File: src/rtl/stdp_synapse_if.sv
// Spike inputs and weight/update status outputs of the STDP synapse.
interface stdp_synapse_if #(
    parameter int WEIGHT_W = 8,
    parameter int WIN_W    = 4
);
    logic                pre_spike;
    logic                post_spike;
    logic                learn_en;
    logic [WEIGHT_W-1:0] weight;
    logic                update_w_flag;
    logic                ltp;
    logic [WIN_W-1:0]    time_diff;

    modport master (
        output pre_spike, post_spike, learn_en,
        input  weight, update_w_flag, ltp, time_diff
    );

    modport slave (
        input  pre_spike, post_spike, learn_en,
        output weight, update_w_flag, ltp, time_diff
    );
endinterface

File: src/rtl/stdp_synapse.sv
// STDP synapse: spike-age counters, pairing qualifier and an IDLE/APPLY weight update stage.
// Define STDP_NEAREST_ONLY_EN for nearest-neighbour pairing (each spike pairs at most once).
module stdp_synapse #(
    parameter int WEIGHT_W  = 8,
    parameter int WIN_W     = 4,
    parameter int A_PLUS    = 8,
    parameter int A_MINUS   = 4,
    parameter int TAU_SHIFT = 1,
    parameter int W_INIT    = 128
) (
    input logic           clk,
    input logic           rst,
    stdp_synapse_if.slave syn
);
    localparam logic [WIN_W-1:0]  WIN_MAX = '1;
    localparam logic [WEIGHT_W:0] W_MAX   = {1'b0, {WEIGHT_W{1'b1}}};

    typedef enum logic {IDLE, APPLY} state_t;
    state_t state_q, state_d;

    // Index 0 tracks the presynaptic neuron, index 1 the postsynaptic one.
    logic [1:0]       spk;
    logic [1:0]       in_win;
    logic [1:0]       clr;
    logic [WIN_W-1:0] cnt_q [2];
    logic [WIN_W-1:0] cnt_d [2];
    logic             ltp_evt, ltd_evt, evt;

    logic                evt_ltp_q, evt_ltp_d;
    logic [WIN_W-1:0]    evt_dt_q, evt_dt_d;
    logic [WEIGHT_W-1:0] weight_q, weight_d;
    logic                flag_q, flag_d;
    logic                ltp_q, ltp_d;
    logic [WIN_W-1:0]    tdiff_q, tdiff_d;

    logic [WIN_W-1:0]    shamt;
    logic [WEIGHT_W:0]   a_sel, mag, w_up, w_dn;

    assign spk = {syn.post_spike, syn.pre_spike};

    generate
        for (genvar gi = 0; gi < 2; gi++) begin : g_win
            assign in_win[gi] = (cnt_q[gi] != '0) && (cnt_q[gi] != WIN_MAX);
        end
    endgenerate

    assign ltp_evt = syn.learn_en && (spk == 2'b10) && in_win[0];
    assign ltd_evt = syn.learn_en && (spk == 2'b01) && in_win[1];
    assign evt     = ltp_evt || ltd_evt;

`ifdef STDP_NEAREST_ONLY_EN
    assign clr = {ltd_evt, ltp_evt};
`else
    assign clr = 2'b00;
`endif

    // A fresh spike wins over a clear; an idle or saturated counter holds.
    always_comb begin
        for (int i = 0; i < 2; i++) begin
            cnt_d[i] = cnt_q[i];
            if (spk[i])         cnt_d[i] = WIN_W'(1);
            else if (clr[i])    cnt_d[i] = '0;
            else if (in_win[i]) cnt_d[i] = cnt_q[i] + WIN_W'(1);
        end
    end

    assign shamt = (evt_dt_q - WIN_W'(1)) >> TAU_SHIFT;
    assign a_sel = evt_ltp_q ? (WEIGHT_W+1)'(A_PLUS) : (WEIGHT_W+1)'(A_MINUS);
    assign mag   = a_sel >> shamt;
    assign w_up  = {1'b0, weight_q} + mag;
    assign w_dn  = {1'b0, weight_q} - mag;

    always_comb begin
        state_d   = evt ? APPLY : IDLE;
        evt_ltp_d = evt_ltp_q;
        evt_dt_d  = evt_dt_q;
        weight_d  = weight_q;
        flag_d    = 1'b0;
        ltp_d     = ltp_q;
        tdiff_d   = tdiff_q;
        if (evt) begin
            evt_ltp_d = ltp_evt;
            evt_dt_d  = ltp_evt ? cnt_q[0] : cnt_q[1];
        end
        case (state_q)
            APPLY: begin
                flag_d  = 1'b1;
                ltp_d   = evt_ltp_q;
                tdiff_d = evt_dt_q;
                if (evt_ltp_q)
                    weight_d = (w_up > W_MAX) ? W_MAX[WEIGHT_W-1:0] : w_up[WEIGHT_W-1:0];
                else
                    weight_d = w_dn[WEIGHT_W] ? '0 : w_dn[WEIGHT_W-1:0];
            end
            default: ;
        endcase
    end

    always_ff @(posedge clk) begin
        if (rst) begin
            state_q   <= IDLE;
            for (int i = 0; i < 2; i++) cnt_q[i] <= '0;
            evt_ltp_q <= 1'b0;
            evt_dt_q  <= '0;
            weight_q  <= WEIGHT_W'(W_INIT);
            flag_q    <= 1'b0;
            ltp_q     <= 1'b0;
            tdiff_q   <= '0;
        end else begin
            state_q   <= state_d;
            for (int i = 0; i < 2; i++) cnt_q[i] <= cnt_d[i];
            evt_ltp_q <= evt_ltp_d;
            evt_dt_q  <= evt_dt_d;
            weight_q  <= weight_d;
            flag_q    <= flag_d;
            ltp_q     <= ltp_d;
            tdiff_q   <= tdiff_d;
        end
    end

    assign syn.weight        = weight_q;
    assign syn.update_w_flag = flag_q;
    assign syn.ltp           = ltp_q;
    assign syn.time_diff     = tdiff_q;
endmodule

File: src/flat_wrapper.sv
// flat-port wrapper written by rule: the top's interface ports become plain ports
module stdp_synapse_flat 
#(
    parameter int WEIGHT_W  = 8,
    parameter int WIN_W     = 4,
    parameter int A_PLUS    = 8,
    parameter int A_MINUS   = 4,
    parameter int TAU_SHIFT = 1,
    parameter int W_INIT    = 128
)
  (clk, rst, syn_pre_spike, syn_post_spike, syn_learn_en, syn_weight, syn_update_w_flag, syn_ltp, syn_time_diff);
  stdp_synapse_if #(.WEIGHT_W(WEIGHT_W), .WIN_W(WIN_W)) syn_i ();
  input logic clk;
  input logic rst;
  input wire logic [$bits(syn_i.pre_spike)-1:0] syn_pre_spike;
  input wire logic [$bits(syn_i.post_spike)-1:0] syn_post_spike;
  input wire logic [$bits(syn_i.learn_en)-1:0] syn_learn_en;
  output wire logic [$bits(syn_i.weight)-1:0] syn_weight;
  output wire logic [$bits(syn_i.update_w_flag)-1:0] syn_update_w_flag;
  output wire logic [$bits(syn_i.ltp)-1:0] syn_ltp;
  output wire logic [$bits(syn_i.time_diff)-1:0] syn_time_diff;
  assign syn_i.pre_spike = syn_pre_spike;
  assign syn_i.post_spike = syn_post_spike;
  assign syn_i.learn_en = syn_learn_en;
  assign syn_weight = syn_i.weight;
  assign syn_update_w_flag = syn_i.update_w_flag;
  assign syn_ltp = syn_i.ltp;
  assign syn_time_diff = syn_i.time_diff;
  stdp_synapse #(.WEIGHT_W(WEIGHT_W), .WIN_W(WIN_W), .A_PLUS(A_PLUS), .A_MINUS(A_MINUS), .TAU_SHIFT(TAU_SHIFT), .W_INIT(W_INIT)) u_core (.clk(clk), .rst(rst), .syn(syn_i));
endmodule
File: config.mk
export PLATFORM = sky130hd
export DESIGN_NAME = stdp_synapse_flat
export DESIGN_NICKNAME = d
export VERILOG_FILES = /design/src/rtl/stdp_synapse_if.sv /design/src/rtl/stdp_synapse.sv /design/src/flat_wrapper.sv
export SDC_FILE = /design/constraint.sdc
export NUM_CORES = 1
export LEC_CHECK = 0
export CAP_MARGIN = 30
export CORE_MARGIN = 8
export CORE_UTILIZATION = 25
export CTS_BUF_LIST = sky130_fd_sc_hd__clkbuf_8
export DETAILED_ROUTE_END_ITERATION = 10
export PLACE_DENSITY_LB_ADDON = 0.08
export REMOVE_ABC_BUFFERS = 1
export SYNTH_ARGS = -nofsm -noshare
export SYNTH_HDL_FRONTEND = slang
export SYNTH_SLANG_ARGS = --single-unit
export TNS_END_PERCENT = 50
File: constraint.sdc
create_clock -name clk -period 3.1 [get_ports clk]
set_input_delay 0.62 -clock clk [delete_from_list [all_inputs] [get_ports clk]]
set_output_delay 0.62 -clock clk [all_outputs]
set_load 0.02 [all_outputs]
# [After elaboration in Yosys (flattened, before gate mapping)]
# Memory sizes are Yosys's and may differ from the RTL's.
# Index checks and enable logic that the tools add are counted.
# Widths: inputs -> output; s select.
[totals] regBits=20 mem_bits_rw=8 input_bits=5 mem_count=1
[mem_list] memory="u_core.cnt_q" depth=2 width=4 read_ports=2 rd_ports_with_merged_regs=0 write_ports=2 line_no="stdp_synapse.sv:25" source="logic [WIN_W-1:0] cnt_q [2];"
[op_classes] add_sub_neg=5 n_lt_le_gt_ge=1 n_eq_ne=4 n_shift=1 mux=16 bitwise_logic=2 reduce_logical=9
[op_table] operator="$mux 4" n=8
[op_table] operator="$mux 8" n=3
[op_table] operator="$add 8x9->9" n=1
[op_table] operator="$gt 9x8->1 const B" n=1
[op_table] operator="$shr 9x3->9" n=1
[op_table] operator="$sub 8x9->9" n=1
[op_table] operator="$add 4x1->4 const B" n=2
[op_table] operator="$ne 4x4->1 const B" n=2
[op_table] operator="$reduce_bool 4->1" n=2
[op_table] operator="$logic_and 1x1->1" n=6
[op_table] operator="$mux 1" n=5
[op_table] operator="$sub 4x1->4 const B" n=1
[op_table] operator="$eq 2x1->1 const B" n=1
[op_table] operator="$eq 2x2->1 const B" n=1
[op_table] operator="$or 1x1->1" n=2
[op_table] operator="$logic_or 1x1->1" n=1

# [Depth between registers and ports, before layout]
[depth] word_depth=6 mapped_depth=14 mapped_depth_nobuf=14

# [Worst setup path before layout]
# No wires, ideal clock.
[synth_path] path_kind="register to register" startpoint="register u_core.evt_dt_q[0]" endpoint="register u_core.weight_q[7] (netlist: u_core.syn.weight[7])" arrival_time_ns=2.724 required_ns=2.980 setup_slack_ns=0.257 stages_incl_launch_ff=13 cell_sequence="dfxtp_1 -> inv_1 -> ha_1 -> xnor2_1 -> mux2i_1 -> nand2b_1 -> inv_1 -> fa_1 -> nor2b_1 -> o211a_1 -> a41oi_1 -> mux2i_1 -> a211o_1"
[synth_between] elab_chain_len=6
[synth_rtl] item="from (decl)" line_no="stdp_synapse.sv:30" source="logic [WIN_W-1:0] evt_dt_q, evt_dt_d;"
[synth_rtl] item="from (signal assigned)" line_no="stdp_synapse.sv:113" source="evt_dt_q <= evt_dt_d;"
[synth_rtl] item="$sub 4x1->4 (*)" line_no="stdp_synapse.sv:67" source="assign shamt = (evt_dt_q - WIN_W'(1)) >> TAU_SHIFT;"
[synth_rtl] item="$shr 9x3->9 (*)" line_no="stdp_synapse.sv:69" source="assign mag = a_sel >> shamt;"
[synth_rtl] item="$add 8x9->9" line_no="stdp_synapse.sv:70" source="assign w_up = {1'b0, weight_q} + mag;"
[synth_rtl] item="$gt 9x8->1" line_no="stdp_synapse.sv:91" source="weight_d = (w_up > W_MAX) ? W_MAX[WEIGHT_W-1:0] : w_up[WEIGHT_W-1:0];"
[synth_rtl] item="$mux 8" line_no="stdp_synapse.sv:91"
[synth_rtl] item="$mux 8 (*)" line_no="stdp_synapse.sv:90" source="if (evt_ltp_q)"
[synth_rtl] item="to (signal assigned)" line_no="stdp_synapse.sv:105" source="weight_q <= WEIGHT_W'(W_INIT);"
[synth_rtl] item="to (signal assigned)" line_no="stdp_synapse.sv:114" source="weight_q <= weight_d;"
[synth_rtl] item="to (decl)" line_no="stdp_synapse.sv:31" source="logic [WEIGHT_W-1:0] weight_q, weight_d;"
# Mark *: on every way between the ends. The rest lies on a longest branch, timed or not.
# A chain may end at the register's enable or synchronous reset.

# [Worst setup path in the final report]
# Ends and elaborated chain as after synthesis.

==> impl_results.md <==
- VDD IR max: between 150 and 200 uV
- Predominant post-synthesis flop cell: dfxtp_1
- DRT iter0 DRCs: 43
- Post-synth top area cell: dfxtp_1
- Seq/Total Area, Yosys: between 20% and 30%
- Cts hold-fix bufs: 0
- CP Capture Type: register
- Clk network pwr share: a little over a third
- Gate power share: approximately a fifth
- Antenna diodes: 0
- First-pass GRT wire length: 8640 microns
- Router iterations before antenna repair: 4
- Layout cells sized above 1: ~11%
- CTS tree: yes
- Async SR Flop Fraction: 0%
- Core area: between 7000 and 8000 sq um
- Clock tree buffer depth: 2
- Seq cells post-synth: 28
- Switching portion of total power: between 20 and 30%
- CP Cell Sequence: inv_1, ha_1, inv_1, ha_1, nand2_1, nor2_2, ha_1, fa_1, nor2b_1, o211a_1, a41oi_2, mux2i_1, a211o_1
- # setup viols final: 0
- GR Util All Layers: under 10%
- CP Data Required Time: roughly 3.3 ns
- Post-Place Setup Slack: about 0.10 ns
- Initial antenna violation count: 0
- Clock root cell: clkbuf_8
- Shortest period the worst path allows: roughly 3 ns
- Max Cap Violations: 0
- Final Hold Vio Count: 0
- Post-synth EDFFs: 0
- CTS clk-pin slew, worst paths: around 0.12 ns
- Hold crit path type: register to register
- Final nets: approximately 270
- H-Tree Depth: 1
- Crit path largest cell delay: 0.40 ns
- Most common cell after layout, fill and taps aside: nor2_1
- Leading post-synthesis cells by cell area: dfxtp_1 29%, ha_1 9.7%, mux2i_1 6.2%
- DRC viols: 0
- Reported leakage power: 0.917 nW
- Setup TNS: 0 ns
- Crit Path Category: register to register
- Synthesized area: just under 2000 sq um
- Post-Syn Area per Cell: roughly 8.5 sq um
- Dpl hpwl: about 3800 microns
- Worst path arrival time: roughly 3.1 ns
- Top delay family on crit path: adder cells
- PostCTS Resize Cnt: 0
- Gr ovfl total: 0
- PortBufs: 18
- Internal: between 600 and 700 uW
- Post-synth top area share: just under 30%
- Max Clock Freq: 341 MHz
- Starting density of the core: about a quarter
- Final wirelength: between 5000 and 6000 microns
- Total CTS buffers: 3
- Worst path slowest cell: fa_1
- Die height: 104 microns
- # IOs: 19
- Seq pwr share: roughly 46%
- Largest net degree at the start of global routing: 25
- Worst setup SP type: register
- Fin Clk Skew: 0.00932 ns
- PD cells: roughly 380 nW/um^2
- Full die area: roughly 11000 sq um
- Routed len/inst: 14.5 microns
- Total Power: 881 uW
- Synthesized instance count: roughly 230
- Least-Margin Pin Slew: ~0.47 ns
- Max FO, Critical Path: 4
- GPL Wtd Cong: between 0.7 and 0.8
- Area grow syn2layout: 19.9%
- Die Wd: 104 microns
- Slew Viols, Final: 0
- Sink Count: 28
- YS warnings: 0
- Most frequent cells in the layout: 30 x nor2_1, 26 x dfxtp_1, 21 x inv_1
- Final Cycle Share: a little over nine tenths
- NetSw: 259 uW
- Via count: between 1500 and 2000
- FP Rows: 32
- Most Frequent Cell on Critical Path: ha_1
- ANT nets after route: 0
- Status: completed
- Slew HR: between 60 and 70%
- Setup Fix Bufs, Post-CTS: 0
- Synth cell types: 50
- Final worst slack: between 0.15 and 0.2 ns
- Critical path buffer and inverter count: 2
- Vias in the first global route: 1687
- Skew-Pair Late Insertion Delay: about 0.29 ns
- Vias per cell: 4.82
==> synthesized netlist by cell type (2+ instances only) <==
| cell | n |
|---|---|
| o21a_1 | 2 |
| nand2b_1 | 5 |
| ha_1 | 15 |
| o22ai_1 | 2 |
| buf_6 | 2 |
| inv_1 | 21 |
| nor2b_1 | 5 |
| o2111ai_1 | 2 |
| nand2_1 | 8 |
| nor2_1 | 31 |
| or2_1 | 2 |
| a22oi_1 | 4 |
| o211a_1 | 2 |
| o21ai_1 | 4 |
| o21ai_0 | 7 |
| nor3_1 | 5 |
| a31oi_1 | 3 |
| a2111oi_0 | 4 |
| clkbuf_1 | 3 |
| xnor2_1 | 5 |
| buf_1 | 2 |
| a211oi_1 | 5 |
| dfxtp_1 | 28 |
| or3_1 | 2 |
| mux2i_1 | 12 |
| nand3_1 | 12 |
| nand4_1 | 2 |
| and3_1 | 2 |
| a21oi_1 | 7 |
| fa_1 | 2 |
==> tightest hold or removal path: stages, from the launching register on <==
cell	delay, ns
dfxtp_1	0.34
a21oi_1	0.06
nor2_1	0.07
==> metrics by stage <==
stage	utilization [%]	area, sq um	hold slack (ns)	cells
2_1_floorplan	-	1850	0.501	217
6_report	30.4	2310	0.500	347
3_3_place_gp	29.0	2210	0.485	343
5_1_grt	30.4	2310	0.550	347
3_5_place_dp	29.0	2210	0.479	343
4_1_cts	29.9	2280	0.508	347
==> metal layers <==
metal | track usage (%) | share of wire (%)
met2 | 16.5 | 49
met4 | 2.28 | 0.90
met3 | 2.42 | 3.8
met5 | 0 | 0
met1 | 11.5 | 46
==> power by group through the flow <==
stage	registers, mW	logic [mW]	clock network (mW)
after floorplan	0.407	0.104	0
after global placement	0.409	0.166	0
after detailed placement	0.409	0.165	0
after CTS	0.400	0.166	0.324
after global routing	0.406	0.191	0.334
final	0.402	0.170	0.310
==> state kept, by name, summed over array words and instances (netlist names) <==
| name | flops |
|---|---|
| u_core.evt_dt_q | 4 |
| u_core.syn.time_diff | 4 |
| u_core.syn.update_w_flag | 1 |
| u_core.syn.ltp | 1 |
| u_core.state_q | 1 |
| u_core.syn.weight | 8 |
| u_core.cnt_q | 8 |
| u_core.evt_ltp_q | 1 |
==> cells by family (layout without fill, tap and decap cells) <==
family	count (synthesis)	count (layout)	share of synthesized area, %
AOI/OAI and AO/OA	54	54	21.7
xor gates and xnor gates	6	6	2.73
adders and majority gates	17	17	11.8
buffers and inverters	30	49	7.98
DFF	28	28	29.1
muxes	12	12	6.23
and+or+nand+nor	79	79	20.4
==> final timing paths <==
| check | from | to | slack (ns) | cells past startpoint |
|---|---|---|---|---|
| worst max-delay path | u_core.evt_dt_q[0] | u_core.syn.weight[7] | 0.16 | 13 |
| worst min-delay path | u_core.syn.ltp | u_core.syn.ltp | 0.50 | 2 |
| worst max register to register | u_core.evt_dt_q[0] | u_core.syn.weight[7] | 0.16 | 13 |
| worst min register to register | u_core.syn.ltp | u_core.syn.ltp | 0.50 | 2 |
==> final cells by class <==
type / instances / area, sq um
clock buffer: 3 / 41.3
clock inverter: 1 / 30.0
fill: 854 / 5300
inverter: 21 / 78.8
multi-input combinational: 168 / 1240
sequential: 28 / 563
tap: 102 / 128
timing repair buffer: 24 / 225
No activity file was read; power rests on OpenSTA's default activity.
